==> src/rtl/uart_tx16_pkg.sv <==
// Shared UART definitions for the NBBPU serial path.
// The transmitter uses them now, and the future receiver is meant to reuse them.
package nbbpu_uart_pkg;

  typedef enum logic [1:0] {
    IDLE  = 2'd0,
    START = 2'd1,
    DATA  = 2'd2,
    STOP  = 2'd3
  } uart_state_e;

  localparam int FRAME_BITS           = 10;
  localparam int DATA_BITS            = 8;
  localparam int DEFAULT_CLKS_PER_BIT = 16;

  function automatic logic [7:0] word_byte(input logic [15:0] word, input logic hi);
    word_byte = hi ? word[15:8] : word[7:0];
  endfunction

endpackage

==> src/rtl/uart_tx16_if.sv <==
// Word handshake between the processor store side and the UART transmitter.
interface uart_tx16_if #(
  parameter int WIDTH = 16
);
  logic             valid;
  logic [WIDTH-1:0] data_in;
  logic             ready;
  logic             busy;

  modport master (
    output valid,
    output data_in,
    input  ready,
    input  busy
  );

  modport slave (
    input  valid,
    input  data_in,
    output ready,
    output busy
  );
endinterface

==> src/rtl/uart_tx16_baud_counter.sv <==
// Bit-period counter that runs 0..CLKS_PER_BIT-1 and flags the final cycle of each bit.
module uart_baud_counter
  import nbbpu_uart_pkg::*;
#(
  parameter int CLKS_PER_BIT = DEFAULT_CLKS_PER_BIT
) (
  input  logic clock,
  input  logic reset,
  input  logic clear,
  output logic tick
);

  localparam int            CW   = $clog2(CLKS_PER_BIT);
  localparam logic [CW-1:0] LAST = CW'(CLKS_PER_BIT - 1);

  logic [CW-1:0] count;

  // Wrap on the final cycle so the next bit always starts from zero.
  always_ff @(negedge clock or posedge reset) begin
    if (reset) begin
      count <= '0;
    end else if (clear || (count == LAST)) begin
      count <= '0;
    end else begin
      count <= count + CW'(1);
    end
  end

  assign tick = (count == LAST);

endmodule

==> src/rtl/uart_tx16.sv <==
// 16-bit word to dual 8N1 frame UART transmitter, low byte first, with state updated on the falling clock edge.
module uart_tx16
  import nbbpu_uart_pkg::*;
#(
  parameter int CLKS_PER_BIT = DEFAULT_CLKS_PER_BIT
) (
  input  logic          clock,
  input  logic          reset,
  uart_tx16_if.slave    bus,
  output logic          tx
);

  uart_state_e state, state_next;
  logic [7:0]  shift, shift_next;
  logic [15:0] held, held_next;
  logic [2:0]  bit_idx, bit_idx_next;
  logic        hi_byte, hi_byte_next;
  logic        tx_next;
  logic        tick;
  logic        baud_clear;
  logic        ready;
  logic        accept;

  uart_baud_counter #(
    .CLKS_PER_BIT(CLKS_PER_BIT)
  ) u_baud (
    .clock(clock),
    .reset(reset),
    .clear(baud_clear),
    .tick (tick)
  );

  assign baud_clear = (state == IDLE);

  // Ready includes the final cycle of the high-byte stop bit, so a waiting word starts with no idle gap.
  assign ready  = (state == IDLE) || ((state == STOP) && hi_byte && tick);
  assign accept = bus.valid && ready;

  assign bus.ready = ready;
  assign bus.busy  = ~ready;

  // Next-state and datapath decode; tx is computed from the next state so the pin stays registered.
  always_comb begin
    state_next   = state;
    shift_next   = shift;
    held_next    = held;
    bit_idx_next = bit_idx;
    hi_byte_next = hi_byte;
    tx_next      = 1'b1;
    case (state)
      IDLE: begin
        if (accept) begin
          held_next    = bus.data_in;
          shift_next   = word_byte(bus.data_in, 1'b0);
          hi_byte_next = 1'b0;
          bit_idx_next = 3'd0;
          state_next   = START;
        end else begin
          state_next   = IDLE;
        end
      end
      START: begin
        if (tick) begin
          bit_idx_next = 3'd0;
          state_next   = DATA;
        end else begin
          state_next   = START;
        end
      end
      DATA: begin
        if (tick) begin
          shift_next = {1'b0, shift[7:1]};
          if (bit_idx == 3'(DATA_BITS - 1)) begin
            state_next = STOP;
          end else begin
            bit_idx_next = bit_idx + 3'd1;
            state_next   = DATA;
          end
        end else begin
          state_next = DATA;
        end
      end
      STOP: begin
        if (tick) begin
          if (!hi_byte) begin
            shift_next   = word_byte(held, 1'b1);
            hi_byte_next = 1'b1;
            state_next   = START;
          end else if (accept) begin
            held_next    = bus.data_in;
            shift_next   = word_byte(bus.data_in, 1'b0);
            hi_byte_next = 1'b0;
            bit_idx_next = 3'd0;
            state_next   = START;
          end else begin
            state_next   = IDLE;
          end
        end else begin
          state_next = STOP;
        end
      end
      default: begin
        state_next = IDLE;
      end
    endcase

    case (state_next)
      START:   tx_next = 1'b0;
      DATA:    tx_next = shift_next[0];
      default: tx_next = 1'b1;
    endcase
  end

  // State, datapath and line registers.
  always_ff @(negedge clock or posedge reset) begin
    if (reset) begin
      state   <= IDLE;
      shift   <= 8'h00;
      held    <= 16'h0000;
      bit_idx <= 3'd0;
      hi_byte <= 1'b0;
      tx      <= 1'b1;
    end else begin
      state   <= state_next;
      shift   <= shift_next;
      held    <= held_next;
      bit_idx <= bit_idx_next;
      hi_byte <= hi_byte_next;
      tx      <= tx_next;
    end
  end

endmodule

==> src/flat_wrapper.sv <==
// flat-port wrapper written by rule: the top's interface ports become plain ports
module uart_tx16_flat import nbbpu_uart_pkg::*;
#(
  parameter int CLKS_PER_BIT = DEFAULT_CLKS_PER_BIT
)
  (clock, reset, tx, bus_valid, bus_data_in, bus_ready, bus_busy);
  uart_tx16_if #(.WIDTH(16)) bus_i ();
  input  logic clock;
  input  logic reset;
  output logic tx;
  input wire logic [$bits(bus_i.valid)-1:0] bus_valid;
  input wire logic [$bits(bus_i.data_in)-1:0] bus_data_in;
  output wire logic [$bits(bus_i.ready)-1:0] bus_ready;
  output wire logic [$bits(bus_i.busy)-1:0] bus_busy;
  assign bus_i.valid = bus_valid;
  assign bus_i.data_in = bus_data_in;
  assign bus_ready = bus_i.ready;
  assign bus_busy = bus_i.busy;
  uart_tx16 #(.CLKS_PER_BIT(CLKS_PER_BIT)) u_core (.clock(clock), .reset(reset), .bus(bus_i), .tx(tx));
endmodule
==> config.mk <==
export PLATFORM = sky130hd
export DESIGN_NAME = uart_tx16_flat
export DESIGN_NICKNAME = d
export VERILOG_FILES = /design/src/rtl/uart_tx16_pkg.sv /design/src/rtl/uart_tx16_if.sv /design/src/rtl/uart_tx16_baud_counter.sv /design/src/rtl/uart_tx16.sv /design/src/flat_wrapper.sv
export SDC_FILE = /design/constraint.sdc
export NUM_CORES = 1
export LEC_CHECK = 0
export BUFFER_PORTS_ARGS = -buffer_cell sky130_fd_sc_hd__buf_2
export CORE_UTILIZATION = 45
export CTS_CLUSTER_DIAMETER = 150
export DETAILED_ROUTE_END_ITERATION = 10
export PLACE_DENSITY = 0.65
export SYNTH_ARGS = -nofsm -noshare
export SYNTH_HDL_FRONTEND = slang
export SYNTH_HIERARCHICAL = 1
export SYNTH_SLANG_ARGS = --single-unit
export TNS_END_PERCENT = 5
==> constraint.sdc <==
create_clock -name clock -period 2.6 [get_ports clock]
set_input_delay 0.13 -clock clock [delete_from_list [all_inputs] [get_ports clock]]
set_output_delay 0.13 -clock clock [all_outputs]
set_load 0.02 [all_outputs]
==> run_results.csv <==
group,metric,value,unit
grt,grt.met2_usage,0.355,
clock_network,hold_buffers,0,
setup_path,arr_time_crit_path,2860,ps
finish,num-nets-final,196,
floorplanning,die_y,60.3,um
synthesis,synthesis.yosys.warnings,6,
drt,routed_wirelength,3.27,mm
floorplanning,fp.coreArea,3130,sq um
power_and_ir_drop,net_sw_power,0.000146,W
place,port_buffers,21,
synthesis,synthTopCellsByArea,"dfrtn_1 (42%), mux2_2 (5.1%), nand2b_1 (4.1%)",
synthesis,netlist.area_leader.share,0.425,
setup_path,critical_path.max_stage_delay,440,ps
floorplanning,design.portCount,22,
grt,grt_start_max_net_pins,26,
floorplanning,initial_core_util,0.490,
synthesis,post-synth-top-area-cell,"dfrtn_1",
setup_path,worst_setup_path_start_kind,"register",
floorplanning,dieArea,3640,sq um
clock_network,cts-root-buf,"clkbuf_4",
drt,route.vias.total,1215,
setup_path,timing.critical_path.cells,"ha_2, and3_4, and4_4, or2_4, inv_4, buf_6",
grt,grt_most_used_layer,"met2",
run,maxCapViolations,0,
power_and_ir_drop,pwr-share-comb,0.053,
worst_hold_path,hold_wc_startpoint,"u_core/held[8]",
worst_hold_path,min-delay-path-class,"register to register",
setup_path,critical_path_class,"register to output port",
finish,antenna_cells,0,
setup_path,setup.worst_path.start,"u_core/u_baud/count[1]",
drt,drc,0,
power_and_ir_drop,power.sequential.fraction,0.656,
drt,drt_pass1_iterations,4,
worst_hold_path,hold-path-cell-count,1,
timing,maxSlewViolCount,0,
power_and_ir_drop,pwr_density_cell,361,nW/um^2
floorplanning,row_count,20,
finish,layout_cells_sized_above_1,0.306,
place,dpl.hpwl,2.30,mm
setup_path,crit_slowest_cell,"dfrtn_1",
floorplanning,floorplan.die.width,60.3,um
synthesis,synth.cells.most_frequent,"dfrtn_1 (26), nand2b_1 (10), inv_1 (9), nand2_1 (9), mux2_2 (7)",
power_and_ir_drop,intPower,0.000497,W
synthesis,async_flop_share,1.00,
clock_network,clk_transition_reported_paths,100,ps
timing,tightest_slew,458,ps
synthesis,top_ff_cell_synth,"dfrtn_1",
synthesis,synth.most_common_cell,"dfrtn_1",
setup_path,rr_endpoint,"u_core/shift[1]",
grt,grt_util_all_layers,0.209,
clock_network,h-tree-depth,1,
run_status,violations_in_the_final_reports,"setup timing",
grt,first_global_vias,1250,
power_and_ir_drop,sw_frac_of_total,0.227,
setup_path,timing.critical_path.required,2470,ps
timing,rsz0062_at_grt,"yes",
finish,finalCoreUtilization,0.569,
finish,syn_to_final_growth,16.3,%
setup_path,critical_path_peak_fanout,2,
setup_path,reg2reg_depth,7,
place,globalplace.congestion,0.904,
synthesis,distinct_cell_type_count_after_synthesis,48,
drt,post_drt_wl_per_cell,15.1,um
clock_network,cts_tree,"done",
grt,grt_use_met1,0.265,
drt,routed_via_density,5.60,
clock_network,insertion_delay,380,ps
setup_path,end_kind,"output port",
grt,grt_first_pass_wirelength,5.60,mm
timing,final-setup-viol-count,2,
drt,first_iter_violations,37,
synthesis,synthCells,145,
setup_path,rrSetupSlack,590,ps
timing,worst_max_slew_margin_expressed_relative_to_the_limit,0.694,
place,worst_setup_slack_before_clock_tree_synthesis,-76.4,ps
synthesis,ys_seq_elements,27,
power_and_ir_drop,max-vdd-ir-drop,0.189,mV
clock_network,clock_sink_count,27,
run_status,outcome,"finished, violations left",
power_and_ir_drop,clkPwrFrac,0.291,
grt,gr-usage-met3,0.0213,
drt,route.antenna.remaining_nets,0,
timing,final-hold-violation-count,0,
worst_hold_path,hold_end,"u_core/held[8]",
synthesis,synth_enable_flop_cells,0,
synthesis,sequential_fraction_of_the_synthesis_area,0.442,
clock_network,numCtsBuffers,3,
grt,grt_remaining_overflow,0,
timing,clock-skew-final,69.4,ps
synthesis,post_synth.cell_area_avg,10.6,sq um
timing,worst_slack,-390,ps
clock_network,cts_buffer_depth,2,
power_and_ir_drop,total_leakage_power,0.839,nW
synthesis,cell_area_after_synthesis,1530,sq um
setup_path,worstReg2RegStart,"u_core/u_baud/count[1]",
synthesis,synth_nets,167,
grt,initial_antenna_violation_count,0,
[area by class of cell]
cell class	instances	area [sq um]
clock buffers	3	22.5
clock inverters	2	8.76
fillers	297	1350
inverters	8	32.5
multi-input cells	99	761
flip-flops and latches	27	677
well taps	44	55.1
repair buffers	34	224
[layer usage]
| layer | vias to the layer above | share of wire |
|---|---|---|
| met5 | - | 0 |
| met4 | 0 | 0.013 |
| met3 | 4 | 0.022 |
| met2 | 19 | 0.51 |
| met1 | 605 | 0.46 |
| li1 | 587 | - |
[cell families (layout without fill, tap and decap cells)]
kind of cell               after synthesis  after routing  synth area share
DFF                                     27             27             0.442
and+or+nand+nor                         49             49             0.203
adders and majority gates                3              3            0.0245
muxes                                   12             12            0.0858
xor gates and xnor gates                 2              2            0.0114
AOI/OAI and AO/OA                       33             33             0.168
buffers and inverters                   19             47            0.0645
[worst max path at each step]
| stage | slack, ps | cells past startpoint | to |
|---|---|---|---|
| 2_1_floorplan | -170 | 6 | bus_busy |
| 3_3_place_gp | -60 | 6 | bus_busy |
| 3_5_place_dp | -80 | 6 | bus_busy |
| 4_1_cts | -410 | 6 | bus_busy |
| 5_1_grt | -460 | 6 | bus_busy |
| 6_report | -390 | 6 | bus_busy |
[critical path: cells and delay by family, from the launching register on]
kind | cells | cell delay [ps]
and+or+nand+nor | 3 | 500
DFF | 1 | 440
adders and majority gates | 1 | 180
buffers and inverters | 2 | 140
[state kept, by name (all words and copies together), names as in the netlist]
name	count
u_core/hi_byte	1
u_core/u_baud/count	4
u_core/state	2
u_core/held	8
u_core/shift	8
u_core/tx	1
u_core/bit_idx	3
[power groups by stage]
stage          Sequential [W]  Combinational [W]   Clock (W)
2_1_floorplan        0.000430          0.0000127  0.00000481
6_report             0.000422          0.0000341    0.000187
3_5_place_dp         0.000430          0.0000348  0.00000481
4_1_cts              0.000422          0.0000350    0.000198
3_3_place_gp         0.000430          0.0000337  0.00000481
5_1_grt              0.000422          0.0000388    0.000211
[repair_timing]
action                     CTS  global route
setup buffers                1             0
setup endpoints to repair    2             2
pin swaps                    2             1
gates resized for setup      3             0
cloned                       0             0
[placed cells by master (no fill, tap or decap), types with 3 or more instances in the layout]
master	instances
buf_2	19
dfrtn_1	26
clkbuf_4	3
nand2b_1	10
buf_4	13
nand2_1	9
nand3b_1	5
nor2_1	4
o22ai_1	3
a211oi_1	4
a21oi_1	5
nor2b_1	5
a221o_1	5
mux2i_1	3
mux2_2	7
inv_1	8
[stage by stage]
stage	power (W)	hold slack [ps]	setup TNS, ps	std cells	instance area [sq um]
final	0.000644	438	-771	217	1780
after detailed placement	0.000469	441	-134	212	1740
after CTS	0.000655	443	-816	217	1780
after floorplan	0.000447	409	-292	145	1550
after global placement	0.000468	423	-96.7	212	1740
after global routing	0.000672	457	-921	217	1780
(Power assumes the default switching activity.)
